## src/rtl/etapa_fetch_pkg.sv

```systemverilog
// -----------------------------------------------------------------------------
// etapa_fetch_pkg
// Shared definitions for the instruction fetch stage:
//   - state_t   : fetch FSM state encodings (IDLE, REQ, DROP)
//   - RESET_PC_DEF : default first fetch address after reset
//   - INSTR_W   : instruction word width
//   - OP_HI/OP_LO : opcode field position inside an instruction word
//   - op_of()   : extracts the opcode field from an instruction word
// -----------------------------------------------------------------------------
package etapa_fetch_pkg;

   typedef enum logic [1:0] {
      IDLE = 2'd0,
      REQ  = 2'd1,
      DROP = 2'd2
   } state_t;

   localparam logic [31:0] RESET_PC_DEF = 32'h0000_0000;
   localparam int          INSTR_W      = 32;
   localparam int          OP_HI        = 31;
   localparam int          OP_LO        = 26;
   localparam int          OP_W         = OP_HI - OP_LO + 1;

   function automatic logic [OP_W-1:0] op_of(input logic [INSTR_W-1:0] instr);
      return instr[OP_HI:OP_LO];
   endfunction

endpackage

```

## src/rtl/etapa_fetch_fifo.sv

```systemverilog
// -----------------------------------------------------------------------------
// fifo_instr
// Small synchronous FIFO holding fetched {pc, instruction} pairs.
// Ports:
//   clk, rst_n  : clock, asynchronous active-low reset (pointers/count only)
//   push        : write push_data (ignored when full)
//   push_data   : entry to write
//   pop         : drop the head entry (ignored when empty)
//   flush       : empty the FIFO; wins over push and pop
//   full, empty : occupancy flags
//   count       : number of stored entries (0..DEPTH)
//   head        : oldest entry, meaningful only when !empty
// -----------------------------------------------------------------------------
module fifo_instr #(
   parameter int DEPTH = 2,
   parameter int WIDTH = 64
) (
   input  logic                     clk,
   input  logic                     rst_n,
   input  logic                     push,
   input  logic [WIDTH-1:0]         push_data,
   input  logic                     pop,
   input  logic                     flush,
   output logic                     full,
   output logic                     empty,
   output logic [$clog2(DEPTH):0]   count,
   output logic [WIDTH-1:0]         head
);

   localparam int AW    = $clog2(DEPTH);
   localparam int CNT_W = AW + 1;

   logic [WIDTH-1:0] mem [DEPTH];
   logic [AW-1:0]    wr_ptr;
   logic [AW-1:0]    rd_ptr;
   logic             do_push;
   logic             do_pop;

   assign do_push = push && !full;
   assign do_pop  = pop && !empty;

   always_ff @(posedge clk or negedge rst_n) begin
      if (!rst_n) begin
         wr_ptr <= '0;
         rd_ptr <= '0;
         count  <= '0;
      end else if (flush) begin
         wr_ptr <= '0;
         rd_ptr <= '0;
         count  <= '0;
      end else begin
         if (do_push) wr_ptr <= wr_ptr + AW'(1);
         if (do_pop)  rd_ptr <= rd_ptr + AW'(1);
         count <= count + CNT_W'(do_push) - CNT_W'(do_pop);
      end
   end

   // Storage carries no reset; validity is tracked entirely by count.
   always_ff @(posedge clk) begin
      if (do_push && !flush) mem[wr_ptr] <= push_data;
   end

   assign full  = (count == CNT_W'(DEPTH));
   assign empty = (count == '0);
   assign head  = mem[rd_ptr];

endmodule

```

## src/rtl/etapa_fetch.sv

```systemverilog
// -----------------------------------------------------------------------------
// etapa_fetch
// Instruction fetch stage: issues word-aligned reads to instruction memory,
// buffers returned words with their addresses, and hands them to decode.
// Ports:
//   clk, rst_n              : clock, asynchronous active-low reset
//   imem_req / imem_addr    : read request and its byte address (held until ack)
//   imem_ack / imem_rdata   : request accepted, data valid in the same cycle
//   redirect / redirect_pc  : taken branch/jump; flush and refetch from target
//   if_valid / if_instr / if_pc / if_op : instruction offered to decode
//   if_ready                : decode consumes the offered instruction
// -----------------------------------------------------------------------------
module etapa_fetch
   import etapa_fetch_pkg::*;
#(
   parameter logic [31:0] RESET_PC = RESET_PC_DEF,
   parameter int          DEPTH    = 2
) (
   input  logic               clk,
   input  logic               rst_n,
   output logic               imem_req,
   output logic [31:0]        imem_addr,
   input  logic               imem_ack,
   input  logic [INSTR_W-1:0] imem_rdata,
   input  logic               redirect,
   input  logic [31:0]        redirect_pc,
   output logic               if_valid,
   output logic [INSTR_W-1:0] if_instr,
   output logic [31:0]        if_pc,
   output logic [OP_W-1:0]    if_op,
   input  logic               if_ready
);

   localparam int CNT_W = $clog2(DEPTH) + 1;
   localparam logic [CNT_W-1:0] DEPTH_C = CNT_W'(DEPTH);

   state_t             state, state_nxt;
   logic [31:0]        pc, pc_nxt;
   logic [31:0]        drop_addr, drop_addr_nxt;
   logic [31:0]        redirect_tgt;
   logic               push, pop, flush;
   logic               full, empty;
   logic [CNT_W-1:0]   count, count_after;
   logic [63:0]        head;

   assign redirect_tgt = redirect_pc & 32'hFFFF_FFFC;
   assign pop          = !empty && if_ready;
   // Occupancy once the word accepted this cycle lands; a slot was reserved
   // on entry to REQ, so count is at most DEPTH-1 here and this cannot wrap.
   assign count_after  = count + CNT_W'(1) - CNT_W'(pop);

   always_comb begin
      state_nxt     = state;
      pc_nxt        = pc;
      drop_addr_nxt = drop_addr;
      push          = 1'b0;
      flush         = 1'b0;
      unique case (state)
         IDLE: begin
            if (redirect) begin
               flush  = 1'b1;
               pc_nxt = redirect_tgt;
            end else if (!full) begin
               state_nxt = REQ;
            end
         end
         REQ: begin
            if (redirect) begin
               flush  = 1'b1;
               pc_nxt = redirect_tgt;
               // The in-flight read cannot be withdrawn: keep presenting the
               // old address in DROP and throw its data away.
               if (!imem_ack) begin
                  state_nxt     = DROP;
                  drop_addr_nxt = pc;
               end
            end else if (imem_ack) begin
               push      = 1'b1;
               pc_nxt    = pc + 32'd4;
               state_nxt = (count_after < DEPTH_C) ? REQ : IDLE;
            end
         end
         DROP: begin
            if (redirect) begin
               flush  = 1'b1;
               pc_nxt = redirect_tgt;
            end
            if (imem_ack) state_nxt = REQ;
         end
         default: state_nxt = IDLE;
      endcase
   end

   always_ff @(posedge clk or negedge rst_n) begin
      if (!rst_n) begin
         state <= IDLE;
         pc    <= RESET_PC;
      end else begin
         state <= state_nxt;
         pc    <= pc_nxt;
      end
   end

   always_ff @(posedge clk) begin
      drop_addr <= drop_addr_nxt;
   end

   fifo_instr #(
      .DEPTH (DEPTH),
      .WIDTH (64)
   ) u_fifo (
      .clk       (clk),
      .rst_n     (rst_n),
      .push      (push),
      .push_data ({pc, imem_rdata}),
      .pop       (pop),
      .flush     (flush),
      .full      (full),
      .empty     (empty),
      .count     (count),
      .head      (head)
   );

   assign imem_req  = (state == REQ) || (state == DROP);
   assign imem_addr = (state == DROP) ? drop_addr : pc;

   // Outputs read as zero while nothing is buffered, so reset and flush
   // present a clean bus without resetting the storage array.
   assign if_valid = !empty;
   assign if_instr = empty ? '0 : head[31:0];
   assign if_pc    = empty ? '0 : head[63:32];
   assign if_op    = op_of(if_instr);

endmodule

```

## config.mk

```make
export PLATFORM = sky130hd
export DESIGN_NAME = etapa_fetch
export DESIGN_NICKNAME = d
export VERILOG_FILES = /design/src/rtl/etapa_fetch_pkg.sv /design/src/rtl/etapa_fetch_fifo.sv /design/src/rtl/etapa_fetch.sv
export SDC_FILE = /design/constraint.sdc
export NUM_CORES = 1
export LEC_CHECK = 0
export ABC_AREA = 1
export BUFFER_PORTS_ARGS = -buffer_cell sky130_fd_sc_hd__clkbuf_2
export CAP_MARGIN = 20
export CELL_PAD_IN_SITES_DETAIL_PLACEMENT = 0
export CELL_PAD_IN_SITES_GLOBAL_PLACEMENT = 1
export CORE_MARGIN = 2
export CORE_UTILIZATION = 38
export DETAILED_ROUTE_END_ITERATION = 10
export PLACE_DENSITY_LB_ADDON = 0.12
export SLEW_MARGIN = 5
export SYNTH_ARGS = -nofsm -noshare
export SYNTH_HDL_FRONTEND = slang
export SYNTH_HIERARCHICAL = 1
export SYNTH_SLANG_ARGS = --single-unit
```

## constraint.sdc

```tcl
create_clock -name clk -period 5.4 [get_ports clk]
set_input_delay 0.54 -clock clk [delete_from_list [all_inputs] [get_ports clk]]
set_output_delay 0.54 -clock clk [all_outputs]
set_load 0.02 [all_outputs]
```

==> results of run 1 <==
[path summary, 6_finish.rpt]
path	from	end	slack, ps
setup / recovery	state[0]	pc[19]	2390
hold / removal	rst_n	state[0]	160
setup reg to reg	state[0]	pc[19]	2390
max in group asynchronous	rst_n	u_fifo/rd_ptr	4820
hold reg to reg	u_fifo/rd_ptr	u_fifo/rd_ptr	550
min in group clk	imem_rdata[30]	u_fifo/mem[1][30]	300
[logic make-up after synthesis]
kind of cell | count (synthesis) | synth area share [%]
xor gates and xnor gates | 4 | 0.3787
adders and majority gates | 7 | 0.9468
AOI/OAI and AO/OA | 76 | 4.274
and+or+nand+nor | 598 | 25.24
DFF | 194 | 61.03
other | 1 | 0.04054
buffers and inverters | 174 | 8.089
[stage by stage]
step	instances	utilization [%]	setup WS [ps]	cell area, sq um	hold WS [ps]
finish	1544	45.25	2394	10910	164.4
detailed placement	1512	42.88	2340	10340	543.1
floorplan	1059	-	1318	9274	244.4
CTS	1544	45.25	2316	10910	187.0
global route	1544	45.25	2047	10910	201.4
global placement	1512	42.88	2334	10340	535.3
[sequential cells by signal, summed over array words and instances, names as in the netlist]
name           cells
u_fifo/mem       128
drop_addr         30
u_fifo/count       2
pc                30
state              2
u_fifo/rd_ptr      1
u_fifo/wr_ptr      1
[where the power goes]
part	internal (mW)	switching, mW
Clock	0.614	0.600
Combinational	0.554	1.38
Sequential	1.94	0.316
[layer usage]
layer | part of all wire [%] | wire (um) | global-route usage (%)
met5 | 0 | 0 | 0
met4 | 1.8 | 420 | 5.856
met3 | 3.8 | 866 | 3.351
met2 | 47 | 10630 | 29.20
met1 | 48 | 10860 | 25.16
[cell type report]
cell class | instances | area, sq um | share of cell area, %
multi-input cells | 691 | 2903 | 26.61
clock inverters | 14 | 141.4 | 1.296
inverters | 126 | 473.0 | 4.336
repair buffers | 177 | 908.4 | 8.329
well taps | 324 | 405.4 | 3.717
clock buffers | 18 | 429.2 | 3.935
flip-flops and latches | 194 | 5647 | 51.77
[Yosys cell counts, drive strengths merged]
master	count	share of area [%]
a21oi	9	0.49
buf	36	2.5
clkbuf	12	0.49
conb	1	0.041
dfrtp	36	9.7
edfxtp	158	51
ha	7	0.95
inv	126	5.1
nand2	387	16
nand3	37	2.1
nand4	4	0.27
nor2	164	6.8
nor3	3	0.16
o211ai	1	0.081
o21ai	59	3.2
o22ai	7	0.47
or2	3	0.20
xor2	4	0.38
[placed cells by master (no fill, tap or decap), drive strengths merged]
cell      instances
ha                7
buf               9
clkinv            6
nor3              3
nor2            164
nand3            37
clkinvlp          1
nand2           387
o22ai             7
a21oi             9
nand4             4
clkbuf          186
edfxtp          158
o21ai            59
dfrtp            36
or2               3
inv             133
conb              6
xor2              4
o211ai            1
==> results.toml, run 1 <==
[run_status]
outcome = "completed"

[logic_synthesis]
netlist-cell-type-count = 28
ys_ff_latch = 194
ys.warnings.count = 6
synth.avg_cell_area_sq_um = 8.776
synth_area_sq_um = 9250
syn-instance-count = 1054
share_of_synthesized_area_occupied_by_flip_flops_and_latches_pct = 61.03

[final_layout]
num-fill-cells = 2468
diodes = 0
area.growth.synth_to_final_pct = 17.91
drive_gt1_share_pct = 18.44
fin_nets = 1283

[setup_path]
worstPathMaxFanout = 60
setup.worst_path.start_class = "register"
cp.buffers_inverters = 4
worst_path_dominant_cell_family = "simple AND/OR/NAND/NOR gates"
cell_with_the_largest_stage_delay_on_the_worst_path = "inv_2"
worstSetupPathType = "register to register"
critical-path-top-cell-by-count = "nand2_1"
worst-path-stages = 11
crit_path_end_kind = "register"
worst-r2r-cell-count = 11
critPathMaxStageDelay_ps = 500
critPathRequiredTime_ps = 5730
critical_path.cell_chain = "inv_1, ha_2, buf_4, nor2_1, nand2_1, inv_2, or2_2, nand2_1, nand2_1, nand2_1, inv_1"
arrival_ps = 3340

[grt]
maximum_number_of_pins_on_one_net_before_global_route_repair = 66
antenna_violations_before_repair = 0
global_route_wire_length_before_repair_mm = 35.96
via_count_of_the_first_global_routing_pass = 6592
gr-usage-all-layers_pct = 18.20
global_route.overflow_total = 0

[timing]
max_clock_freq_mhz = 332.7
finalHoldViolCount = 0
maxSlewHeadroom_pct = 33.73
transition_time_of_the_tightest_slew_check_pin_ps = 992.6
grt_setup_unrepaired = "no"
setup-tns-final_ps = 0
final.min_clock_period_ps = 3006
fin_crit_sh_pct = 55.66
timing.clock.skew_ps = 18.24
final_max_slew_viol_count = 0
finalSetupViolations = 0

[clock_network]
clock-sinks = 194
clock_buffers_created_by_tritoncts = 17
cts_hold_repair.buffers = 0
cts_setup_buffers = 0
clk_root_buffer_cell = "clkbuf_16"
clock_tree_buf_depth = 2
clock_latency_ps = 430
cts.reportedPaths.clkPinSlew_ps = 80
h-tree-depth = 4
tritoncts_clock_tree = "built"
cts_resized = 0

[floorplan]
coreArea_sq_um = 24110
standard_cell_rows = 57
die_area_sq_um = 25610
chipWidth_um = 160.0
floorplan.die.height_um = 160.0
start_util_pct = 38.37
io-pin-count = 173

[detailed_routing]
remaining_drc_errors = 0
wl_per_cell_um = 14.75
ant_nets = 0
route.vias.total = 6929
first_pass_iters = 5
routed_wirelength_mm = 22.78
vias_per_cell = 4.488
drtIter0Drc = 429

[run]
timing.max_cap.violations = 0

[pwr]
p_per_area_nw_per_um2 = 495.4
vdd.ir_drop.worst_mv = 0.2481
power_leakage_nw = 4.953
design_power_total_mw = 5.403

[hold_path]
hold_path.class = "input pin to asynchronous set/reset pin"

[placement]
half_perimeter_wire_length_of_the_detailed_placement_result_mm = 14.95
gp_routability_congestion = 0.7735
io_buffers = 168
Power figures use the tool's default switching activity.
==> run 2: changes to the inputs <==
Clock period 5.4 ns to 2.7 ns, I/O delays scaled along.
==> run 2 against run 1 <==
Compared with the run above:
- global-route usage is 0.12 points lower
- combinational power rose by 110%
- worst hold slack worse by 140 ps
- first-iteration DRC count is 7.0% lower
- register-to-register slack worse by 1600 ps
- sequential cell count unchanged
- power increased by 100%
- final area increased by 1.4%
- critical path type is now register to primary output
- largest cell class unchanged
==> results.toml, run 2 (synthesized netlist as in run 1, its figures left out) <==
[run_status]
outcome = "completed"

[detailed_routing]
route.vias.total = 7010
drtIter0Drc = 399
vias_per_cell = 4.523
ant_nets = 0
wl_per_cell_um = 14.75
first_pass_iters = 7
routed_wirelength_mm = 22.87
remaining_drc_errors = 0

[floorplan]
standard_cell_rows = 57
die_area_sq_um = 25610
io-pin-count = 173
chipWidth_um = 160.0
floorplan.die.height_um = 160.0
coreArea_sq_um = 24110
start_util_pct = 38.37

[final_layout]
layout_top_registers = "u_fifo/mem (128), drop_addr (30), pc (30)"
diodes = 0
layout.cells.most_common = "nand2_1"
top_register = "u_fifo/mem"
most_used_cells_in_the_layout_excluding_fill_and_tap_cells = "nand2_1, clkbuf_2, edfxtp_1"
drive_gt1_share_pct = 19.09
largest_register_ff_count = 128
fin_nets = 1289
area.growth.synth_to_final_pct = 19.57
num-fill-cells = 2471
layout.cells.non_filler = 1550

[grt]
maximum_number_of_pins_on_one_net_before_global_route_repair = 66
global_route.overflow_total = 0
antenna_violations_before_repair = 0
gr-usage-all-layers_pct = 18.08
global_route_wire_length_before_repair_mm = 35.77
via_count_of_the_first_global_routing_pass = 6493

[hold_path]
min_from = "imem_rdata[20]"
hold_path.class = "input pin to register"
number_of_cells_on_the_worst_hold_path = 1

[setup_path]
setup_slack_reg_to_reg_ps = 760
crit_path_end_kind = "primary output"
worstPathMaxFanout = 59
worstSetupStartpoint = "state[0]"
critPathRequiredTime_ps = 2430
setup.worst_path.start_class = "register"
arrival_ps = 2000
worst-r2r-cell-count = 7
worstSetupPathType = "register to primary output"
r2r_start = "state[1]"

[timing]
finalSetupViolations = 0
max_clock_freq_mhz = 440.0
finalHoldWorstSlack_ps = 27.09
maxSlewHeadroom_pct = 56.32
final_max_slew_viol_count = 0
transition_time_of_the_tightest_slew_check_pin_ps = 655.2
timing.clock.skew_ps = 13.32
grt_setup_unrepaired = "no"
finalHoldViolCount = 0
fin_crit_sh_pct = 84.18
final.min_clock_period_ps = 2273

[clock_network]
clock_latency_ps = 430
clock_tree_buf_depth = 2
cts_setup_buffers = 0
cts.reportedPaths.clkPinSlew_ps = 80
clk_root_buffer_cell = "clkbuf_16"
h-tree-depth = 4
tritoncts_clock_tree = "built"
cts_resized = 0
clock-sinks = 194
clock_buffers_created_by_tritoncts = 17

[run]
timing.max_cap.violations = 0

[pwr]
p_per_area_nw_per_um2 = 987.2
power_leakage_nw = 5.005
vdd.ir_drop.worst_mv = 0.4938

[placement]
half_perimeter_wire_length_of_the_detailed_placement_result_mm = 15.19
gp_routability_congestion = 0.7928
io_buffers = 168
place_inst = 1517
[run 2: cell types whose count changed in the layout (fill, tap and decap cells not counted), moves of 2 or more]
cell,change
buf_12,+7
buf_4,-2
clkinv_4,-2
clkinvlp_4,+2
inv_6,-2
inv_8,+3
[run 2: critical path, cell delays in order, from the launching register on]
cell and delay (ps):
dfrtp_1 450, inv_1 90, ha_2 210, buf_12 190, o21ai_0 370, clkbuf_2 240
[run 2: repair_timing]
| action | 4_1_cts | 5_1_grt |
|---|---|---|
| hold buffers | 1 | 0 |
| endpoints found under the setup margin | 0 | 0 |
| hold endpoints to repair | 20 | 0 |
[run 2: final timing paths]
path                                      to
min in group asynchronous           state[0]
max in group asynchronous             pc[25]
setup reg to reg           u_fifo/mem[1][50]
hold reg to reg            u_fifo/mem[1][63]
setup / recovery               imem_addr[28]
hold / removal             u_fifo/mem[0][20]
[run 2: per-layer routing]
layer	track usage, %	wire, um
met4	4.177	203
met5	0	0
met3	3.039	1069
met1	26.01	10900
met2	28.81	10690
[run 2: layout make-up]
cell class                      instances  area, sq um  share of cell area [%]
Sequential cell                       194         5647                   51.05
Multi-Input combinational cell        691         2923                   26.43
Timing Repair Buffer                  183         1044                   9.434
Inverter                              126        473.0                   4.276
Clock buffer                           17        425.4                   3.846
Tap cell                              324        405.4                   3.665
Clock inverter                         15        143.9                   1.301
[run 2: power by group]
group          total, mW  leakage, nW  switching [mW]  internal [mW]
Combinational       3.96         2.87            2.76           1.20
Clock               2.44        0.273            1.21           1.23
Sequential          4.52         1.86           0.635           3.88
Total               10.9         5.01            4.60           6.32
[run 2: metrics by stage]
step | area, sq um | setup WS, ps | setup TNS (ps) | utilization (%) | power (mW)
6_report | 11060 | 427.3 | 0 | 45.88 | 10.92
5_1_grt | 11060 | 304.0 | 0 | 45.88 | 11.68
4_1_cts | 11060 | 355.4 | 0 | 45.88 | 11.08
3_5_place_dp | 10480 | 784.5 | 0 | 43.48 | 8.625
3_3_place_gp | 10480 | 805.1 | 0 | 43.48 | 8.597
2_1_floorplan | 9308 | -176.5 | -11300 | - | 7.089
